[config.mk]
export PLATFORM = sky130hd
export DESIGN_NAME = seg7_scan_driver
export DESIGN_NICKNAME = d
export VERILOG_FILES = /design/src/rtl/seg7_scan_driver.sv
export SDC_FILE = /design/constraint.sdc
export NUM_CORES = 1
export LEC_CHECK = 0
export CAP_MARGIN = 20
export CORE_MARGIN = 3
export CORE_UTILIZATION = 38
export CTS_CLUSTER_DIAMETER = 30
export DETAILED_ROUTE_END_ITERATION = 6
export GPL_TIMING_DRIVEN = 0
export SYNTH_ARGS = -nofsm -noshare
export SYNTH_HDL_FRONTEND = slang
export SYNTH_SLANG_ARGS = --single-unit
[constraint.sdc]
create_clock -name clk -period 5.4 [get_ports clk]
set_clock_uncertainty 0.1 [all_clocks]
set_input_delay 1.62 -clock clk [delete_from_list [all_inputs] [get_ports clk]]
set_output_delay 1.62 -clock clk [all_outputs]
set_load 0.01 [all_outputs]
[src/rtl/seg7_scan_driver.sv]
`default_nettype none
// +----------------------------------------------------------------------------+
// | seg7_scan_driver                                                           |
// | Time-multiplexed 8-digit 7-segment driver with a dark guard in each slot.  |
// | Revision: 1.0                                                              |
// +----------------------------------------------------------------------------+
module seg7_scan_driver #(
  parameter int CLK_DIV = 100000,
  parameter int GUARD   = 4
) (
  input  logic       clk,
  input  logic       rstn,
  input  logic       we,
  input  logic [2:0] waddr,
  input  logic [3:0] wdata,
  input  logic       wdp,
  input  logic [7:0] blank,
  output logic [7:0] an,
  output logic [6:0] hex,
  output logic       dp,
  output logic       frame
);

  localparam int              c_CW    = (CLK_DIV > 2) ? $clog2(CLK_DIV) : 1;
  localparam logic [c_CW-1:0] c_LAST  = c_CW'(CLK_DIV - 1);
  localparam logic [c_CW-1:0] c_GUARD = c_CW'(GUARD);

  logic [c_CW-1:0] r_cnt;
  logic [2:0]      r_idx;
  logic [3:0]      r_val [8];
  logic [7:0]      r_dp;
  logic [7:0]      r_an;
  logic [6:0]      r_hex;
  logic            r_dpo;
  logic            r_frame;

  logic            w_last;
  logic            w_dark;
  logic [3:0]      w_cur;
  logic [6:0]      w_seg;

  assign w_last = (r_cnt == c_LAST);
  assign w_cur  = r_val[r_idx];
  assign w_dark = (r_cnt < c_GUARD) || blank[r_idx];

  // Active-low segment patterns, bit0 = a ... bit6 = g
  always_comb begin
    w_seg = 7'h7F;
    case (w_cur)
      4'h0: w_seg = 7'h40;
      4'h1: w_seg = 7'h79;
      4'h2: w_seg = 7'h24;
      4'h3: w_seg = 7'h30;
      4'h4: w_seg = 7'h19;
      4'h5: w_seg = 7'h12;
      4'h6: w_seg = 7'h02;
      4'h7: w_seg = 7'h78;
      4'h8: w_seg = 7'h00;
      4'h9: w_seg = 7'h10;
      4'hA: w_seg = 7'h08;
      4'hB: w_seg = 7'h03;
      4'hC: w_seg = 7'h46;
      4'hD: w_seg = 7'h21;
      4'hE: w_seg = 7'h06;
      4'hF: w_seg = 7'h0E;
      default: w_seg = 7'h7F;
    endcase
  end

  always_ff @(posedge clk) begin
    if (!rstn) begin
      r_cnt <= '0;
      r_idx <= '0;
    end else if (w_last) begin
      r_cnt <= '0;
      r_idx <= r_idx + 3'd1;
    end else begin
      r_cnt <= r_cnt + c_CW'(1);
    end
  end

  always_ff @(posedge clk) begin
    if (!rstn) begin
      for (int i = 0; i < 8; i++) begin
        r_val[i] <= '0;
      end
      r_dp <= '0;
    end else if (we) begin
      r_val[waddr] <= wdata;
      r_dp[waddr]  <= wdp;
    end
  end

  // Outputs are a pure register of the current slot state, so a live write
  // or BLANK change lands cleanly one edge later without restarting the slot.
  always_ff @(posedge clk) begin
    if (!rstn) begin
      r_an    <= 8'hFF;
      r_hex   <= 7'h7F;
      r_dpo   <= 1'b1;
      r_frame <= 1'b0;
    end else begin
      r_frame <= w_last && (r_idx == 3'd7);
      if (w_dark) begin
        r_an  <= 8'hFF;
        r_hex <= 7'h7F;
        r_dpo <= 1'b1;
      end else begin
        r_an  <= ~(8'b1 << r_idx);
        r_hex <= w_seg;
        r_dpo <= ~r_dp[r_idx];
      end
    end
  end

  assign an    = r_an;
  assign hex   = r_hex;
  assign dp    = r_dpo;
  assign frame = r_frame;

endmodule
`default_nettype wire

==> metrics.md, run 1 <==
| Metric | Value |
|---|---|
| Final Setup Violations | 0 |
| Post-CTS setup buffer count | 0 |
| Hold WC Path Type | reg2reg |
| Share of cells above drive strength 1 | 11.70% |
| Initial DRT Pass Iterations | 4 |
| Critical path origin | rstn |
| Yosys reg bits | 80 |
| RSZ-0062 raised after global routing | no |
| R2R depth | 7 |
| Root Buffer Master | clkbuf_8 |
| Util after Layout | 48.38% |
| Top-count cell post-synth | dfxtp_1 |
| Period utilization | 60.20% |
| Total of max-cap violations | 0 |
| Critical Path, Cell by Cell | clkdlybuf4s50_1 > inv_1 > or2_2 > nor3_1 > and2_1 |
| H-tree depth | 3 |
| Highest metal used | met4 |
| Lkg Pwr | 1.553 nW |
| First-pass GRT wire length | 12,030 um |
| Post-CTS Resized | 0 |
| Status | completed |
| Routed wire per std cell | 14.66 um |
| DR WL met2 | 3513 um |
| Initial Utilization | 40.09% |
| Die H | 103.3 um |
| Synth warn | 0 |
| Max clock buf depth | 2 |
| Drt initial violations | 95 |
| Buffers on Ports | 34 |
| ANT nets after route | 0 |
| Antenna violations before repair | 0 |
| Worst-margin pin slew | 0.9713 ns |
| Nets | 403 |
| Post-DP HPWL | 5480 um |
| P&R area growth vs syn | 20.69% |
| Netlist cell types | 41 |
| Die width | 103.3 um |
| Max VDD drop | 0.1152 mV |
| # IOs | 36 |
| Filler cell count | 839 |
| Hold_buf cts | 0 |
| Max stage delay on crit path | 0.56 ns |
| Std-Cell Rows | 34 |
| Crit Path Max Fanout | 6 |
| Hold Slack | 0.3581 ns |
| P per Cell Area | 286.0 nW/um^2 |
| Clk pin slew, worst setup/hold paths | 0.08 ns |
| Leading post-synthesis cells by cell area | dfxtp_1 (27%), edfxtp_1 (27%), mux4_2 (7.5%), and2_1 (6.1%), ha_1 (4.5%) |
| RR Endpoint | hex[3]$_SDFF_PP1_ |
| Synth area leader | dfxtp_1 |
| Commonest cells in the netlist | dfxtp_1 (48), and2_1 (35), nand2_1 (35) |
| WL final | 7358 um |
| Register area share after synthesis | 53.41% |
| Gr ovfl total | 0 |
| Routability congestion estimate | 0.7932 |
| Die area | 10,670 um^2 |
| Critical Path RT | 5.52 ns |
| Largest net degree at the start of global routing | 15 |
| Final hold viol count | 0 |
| Most used flip-flop cell after synthesis | dfxtp_1 |
| Worst slew margin | 34.69% |
| Fin. max-slew vios | 0 |
| Kind of critical path | in2reg |
| Power Total | 1.242 mW |
| Tmin final | 3.251 ns |
| Post-Synthesis Cells | 326 |
| Inserted Clock Buffers | 9 |
| DR vias | 2,444 |
| Worst EP arrival | 3.37 ns |
| Vias in the first global route | 2,491 |
| Syn Std Cell Area | 3598 um^2 |
| Slowest cell on crit path | clkdlybuf4s50_1 |
| Peak Freq | 307.6 MHz |
| Crit. End Element | flop |
| Vias per cell | 4.869 |
| Core area | 8976 um^2 |
| M1 WL | 3485 um |
| EDFF count, synth | 32 |
| Syn Area/Cell | 11.04 um^2 |
| Asr flop ratio synth | 0% |
| Internal reg-to-reg setup slack | 2.89 ns |
| CTS tree | built |
| Mapped Nets | 358 |
| Routed length on met3 | 274 um |
| TNS Setup | 0 ns |
| Area fraction of the dominant cell type after synthesis | 26.70% |
| Gr usage total | 14.91% |
| Antenna diodes | 0 |
| Clk sinks | 80 |
| Startpoint types | input pin |
| End of the critical path | r_val[0][0]$_SDFFCE_PN0P_ |
| Worst-Skew Late Latency | 0.35 ns |
| Remaining DRCs | 0 |
kinds of logic after synthesis:
kind of cell	after synthesis	share of synthesized area, %
AO/OA/AOI/OAI	32	5.459
XOR/XNOR	16	3.894
adder cells (fa/ha/maj)	13	4.520
buffers and inverters	29	3.720
flip-flops	80	53.41
multiplexers	19	10.01
AND/OR/NAND/NOR	137	18.99
worst max-delay path: cells and delay by family:
kind | cells | cell delay (ns)
buf+inv | 2 | 0.72
simple gates | 3 | 1.04
power breakdown:
group          internal (mW)  total (mW)  switching (mW)
clock network          0.280       0.506           0.226
logic                 0.0371      0.0825          0.0454
registers              0.647       0.654         0.00616
sequential cells by signal, indices dropped and copies added, names as in the netlist, named ones only:
name / cells
r_idx: 3
frame: 1
r_cnt: 17
r_dp: 8
hex: 7
an: 8
r_val: 32
dp: 1
metal layers:
metal | global-route usage [%] | vias to the layer above
met2 | 24.27 | 48
met5 | 0 | -
met1 | 19.92 | 1167
met3 | 2.616 | 8
met4 | 5.677 | 0
li1 | - | 1221
cell type report:
type	instances	area, um^2	share of cell area [%]
repair buffers	34	340.3	7.836
clock buffers	13	224.0	5.157
flip-flops and latches	80	1922	44.25
plain buffers	12	70.07	1.613
inverters	17	63.81	1.469
clock inverters	3	22.52	0.5186
well taps	126	157.7	3.630
multi-input cells	217	1543	35.52
through the flow:
| stage | std cells | setup WS (ns) | cell area, um^2 |
|---|---|---|---|
| finish | 502 | 2.149 | 4343 |
| global route | 502 | 2.073 | 4343 |
| global placement | 486 | 1.769 | 4096 |
| detailed placement | 486 | 1.777 | 4096 |
| floorplan | 326 | 2.565 | 3598 |
| CTS | 502 | 2.146 | 4343 |
worst min path at each step:
stage	start	to	slack [ns]	depth (start not counted)
after global routing	r_dp[4]$_SDFFE_PN0P_	r_dp[4]$_SDFFE_PN0P_	0.39	2
after floorplan	r_cnt[0]$_SDFF_PP0_	r_cnt[0]$_SDFF_PP0_	0.33	1
final	r_dp[6]$_SDFFE_PN0P_	r_dp[6]$_SDFFE_PN0P_	0.36	2
after detailed placement	r_dp[6]$_SDFFE_PN0P_	r_dp[6]$_SDFFE_PN0P_	0.35	2
after CTS	r_dp[6]$_SDFFE_PN0P_	r_dp[6]$_SDFFE_PN0P_	0.36	2
after global placement	r_cnt[0]$_SDFF_PP0_	r_cnt[0]$_SDFF_PP0_	0.34	1
layout by cell type (no fill, tap or decap), types with 4 or more instances in the layout:
master / instances
and2_1: 35
buf_2: 4
clkbuf_16: 4
clkbuf_8: 9
clkdlybuf4s50_1: 34
dfxtp_1: 48
edfxtp_1: 32
ha_1: 13
inv_1: 16
mux4_2: 12
nand2_1: 35
nand2b_1: 6
nand3_1: 8
nand4_1: 4
nor2_1: 33
nor3_1: 4
nor4_1: 5
o21ai_0: 11
o21ai_1: 7
xnor2_1: 6
xor2_1: 10
No activity file was read; power rests on OpenSTA's default activity.
==> inputs of run 2 (changes only) <==
- clock period: 5.4 -> 2.6 ns (I/O delays scaled with it)
==> run 2 against run 1 <==
Die area stayed put; hold slack better by 0.00071 ns; critical path depth stayed put; first-iteration DRC count is 12% higher; sequential power is 110% higher; sequential cell count stayed put; register-to-register slack worse by 2.7 ns; count of clock-buffer cells in the layout stayed put; core utilization hardly changed; worst setup slack worse by 1.9 ns; cell area hardly changed.
==> metrics.md, run 2 (synthesis results as in run 1) <==
| Metric | Value |
|---|---|
| Antenna violations before repair | 0 |
| Non-filler cells, final | 501 |
| RSZ-0062 raised after global routing | no |
| Placed insts | 486 |
| Drt initial violations | 106 |
| R2R depth | 7 |
| Gr usage total | 14.91% |
| Max stage delay on crit path | 0.56 ns |
| Antenna diodes | 0 |
| CTS tree | built |
| Die area | 10,670 um^2 |
| Peak Freq | 417.3 MHz |
| Die width | 103.3 um |
| P&R area growth vs syn | 20.58% |
| First-pass GRT wire length | 12,030 um |
| Slowest cell on crit path | clkdlybuf4s50_1 |
| H-tree depth | 3 |
| Lkg Pwr | 1.552 nW |
| Status | completed |
| ANT nets after route | 0 |
| Biggest regs | r_val: 32 flops, r_cnt: 17 flops |
| Period utilization | 92.18% |
| Initial DRT Pass Iterations | 4 |
| Vias per cell | 4.864 |
| Hold depth | 2 |
| Max clock buf depth | 2 |
| Final Setup Violations | 0 |
| Die H | 103.3 um |
| Worst slew margin | 36.51% |
| Util after Layout | 48.34% |
| Max FFs per register | 32 |
| Post-CTS Resized | 0 |
| Crit. End Element | flop |
| Internal reg-to-reg setup slack | 0.23 ns |
| Post-DP HPWL | 5480 um |
| Worst-margin pin slew | 0.9443 ns |
| Worst-Skew Late Latency | 0.35 ns |
| Std-Cell Rows | 34 |
| Worst EP arrival | 2.52 ns |
| Gr ovfl total | 0 |
| Kind of critical path | in2reg |
| Commonest non-fill, non-tap cell in the layout | dfxtp_1 |
| Max VDD drop | 0.2413 mV |
| WL final | 7327 um |
| Worst Hold Launch | r_dp[6]$_SDFFE_PN0P_ |
| Startpoint types | input pin |
| Tmin final | 2.397 ns |
| Total of max-cap violations | 0 |
| Inserted Clock Buffers | 9 |
| Fin. max-slew vios | 0 |
| Biggest register | r_val |
| DR vias | 2,437 |
| Crit Path Max Fanout | 6 |
| Remaining DRCs | 0 |
| Nets | 402 |
| P per Cell Area | 593.9 nW/um^2 |
| Vias in the first global route | 2,491 |
| Initial Utilization | 40.09% |
| Routability congestion estimate | 0.7932 |
| Final hold viol count | 0 |
| Critical Path, Cell by Cell | clkdlybuf4s50_1 > inv_1 > or2_2 > nor3_1 > and2_1 |
| Largest net degree at the start of global routing | 15 |
| Hold_buf cts | 0 |
| # IOs | 36 |
| Hold Path Sink | r_dp[6]$_SDFFE_PN0P_ |
| Share of cells above drive strength 1 | 11.73% |
| Buffers on Ports | 34 |
| Hold Slack | 0.3588 ns |
| Root Buffer Master | clkbuf_8 |
| Clk pin slew, worst setup/hold paths | 0.08 ns |
| Routed wire per std cell | 14.62 um |
| Clk sinks | 80 |
| Critical Path RT | 2.72 ns |
| Commonest non-fill, non-tap cells in the layout | dfxtp_1 (48), nand2_1 (35), and2_1 (35) |
| RR Endpoint | hex[3]$_SDFF_PP1_ |
| Core area | 8976 um^2 |
| Hold WC Path Type | reg2reg |
==> run 2: cell types whose count changed in the layout (fill, tap and decap cells not counted) <==
cell / before / now
clkbuf_1: 3 / 2
==> run 2: layout make-up <==
cell class | count | area (um^2)
clock inverter | 3 | 22.52
sequential | 80 | 1922
inverter | 17 | 63.81
clock buffer | 13 | 224.0
multi-input combinational | 217 | 1543
tap | 126 | 157.7
buffer | 11 | 66.31
timing repair buffer | 34 | 340.3
fill | 840 | 4637
==> run 2: how the worst max path moves through the flow <==
stage	slack (ns)	start	endpoint	cells after the start
finish	0.20	rstn	r_val[0][2]$_SDFFCE_PN0P_	5
CTS	0.09	flop	hex[3]$_SDFF_PP1_	7
global placement	-0.19	rstn	r_val[0][0]$_SDFFCE_PN0P_	5
global route	0.1	flop	hex[5]$_SDFF_PP1_	9
detailed placement	-0.18	rstn	r_val[0][2]$_SDFFCE_PN0P_	5
floorplan	0.47	flop	hex[3]$_SDFF_PP1_	7
==> run 2: timing repair <==
action | in CTS | in global routing
endpoints found under the hold margin | 0 | 0
setup buffers | 0 | 0
endpoints found under the setup margin | 0 | 3
==> run 2: metrics by stage <==
stage | power [mW] | cell area (um^2) | TNS (ns) | worst slack [ns]
6_report | 2.577 | 4339 | 0 | 0.2034
5_1_grt | 2.660 | 4339 | 0 | 0.09625
2_1_floorplan | 1.483 | 3598 | 0 | 0.4654
3_5_place_dp | 1.559 | 4096 | -4.191 | -0.1834
3_3_place_gp | 1.553 | 4096 | -2.883 | -0.1912
4_1_cts | 2.596 | 4343 | 0 | 0.09320
==> run 2: power breakdown <==
group / switching (mW) / internal (mW)
combinational: 0.0938 / 0.0770
sequential: 0.0129 / 1.34
clock: 0.467 / 0.582
total: 0.573 / 2.00
==> run 2: routing by layer <==
metal  vias up  GRT usage, %  routed length (um)
li1       1219             -                   -
met1      1168         19.92                3381
met2        42         24.27                3557
met3         8         2.616                 315
met4         0         5.677                  73
met5         -             0                   0
==> run 2: worst max-delay path, delay by kind of cell <==
family	cells	cell delay, ns
and+or+nand+nor	3	1.02
buffers and inverters	2	0.72
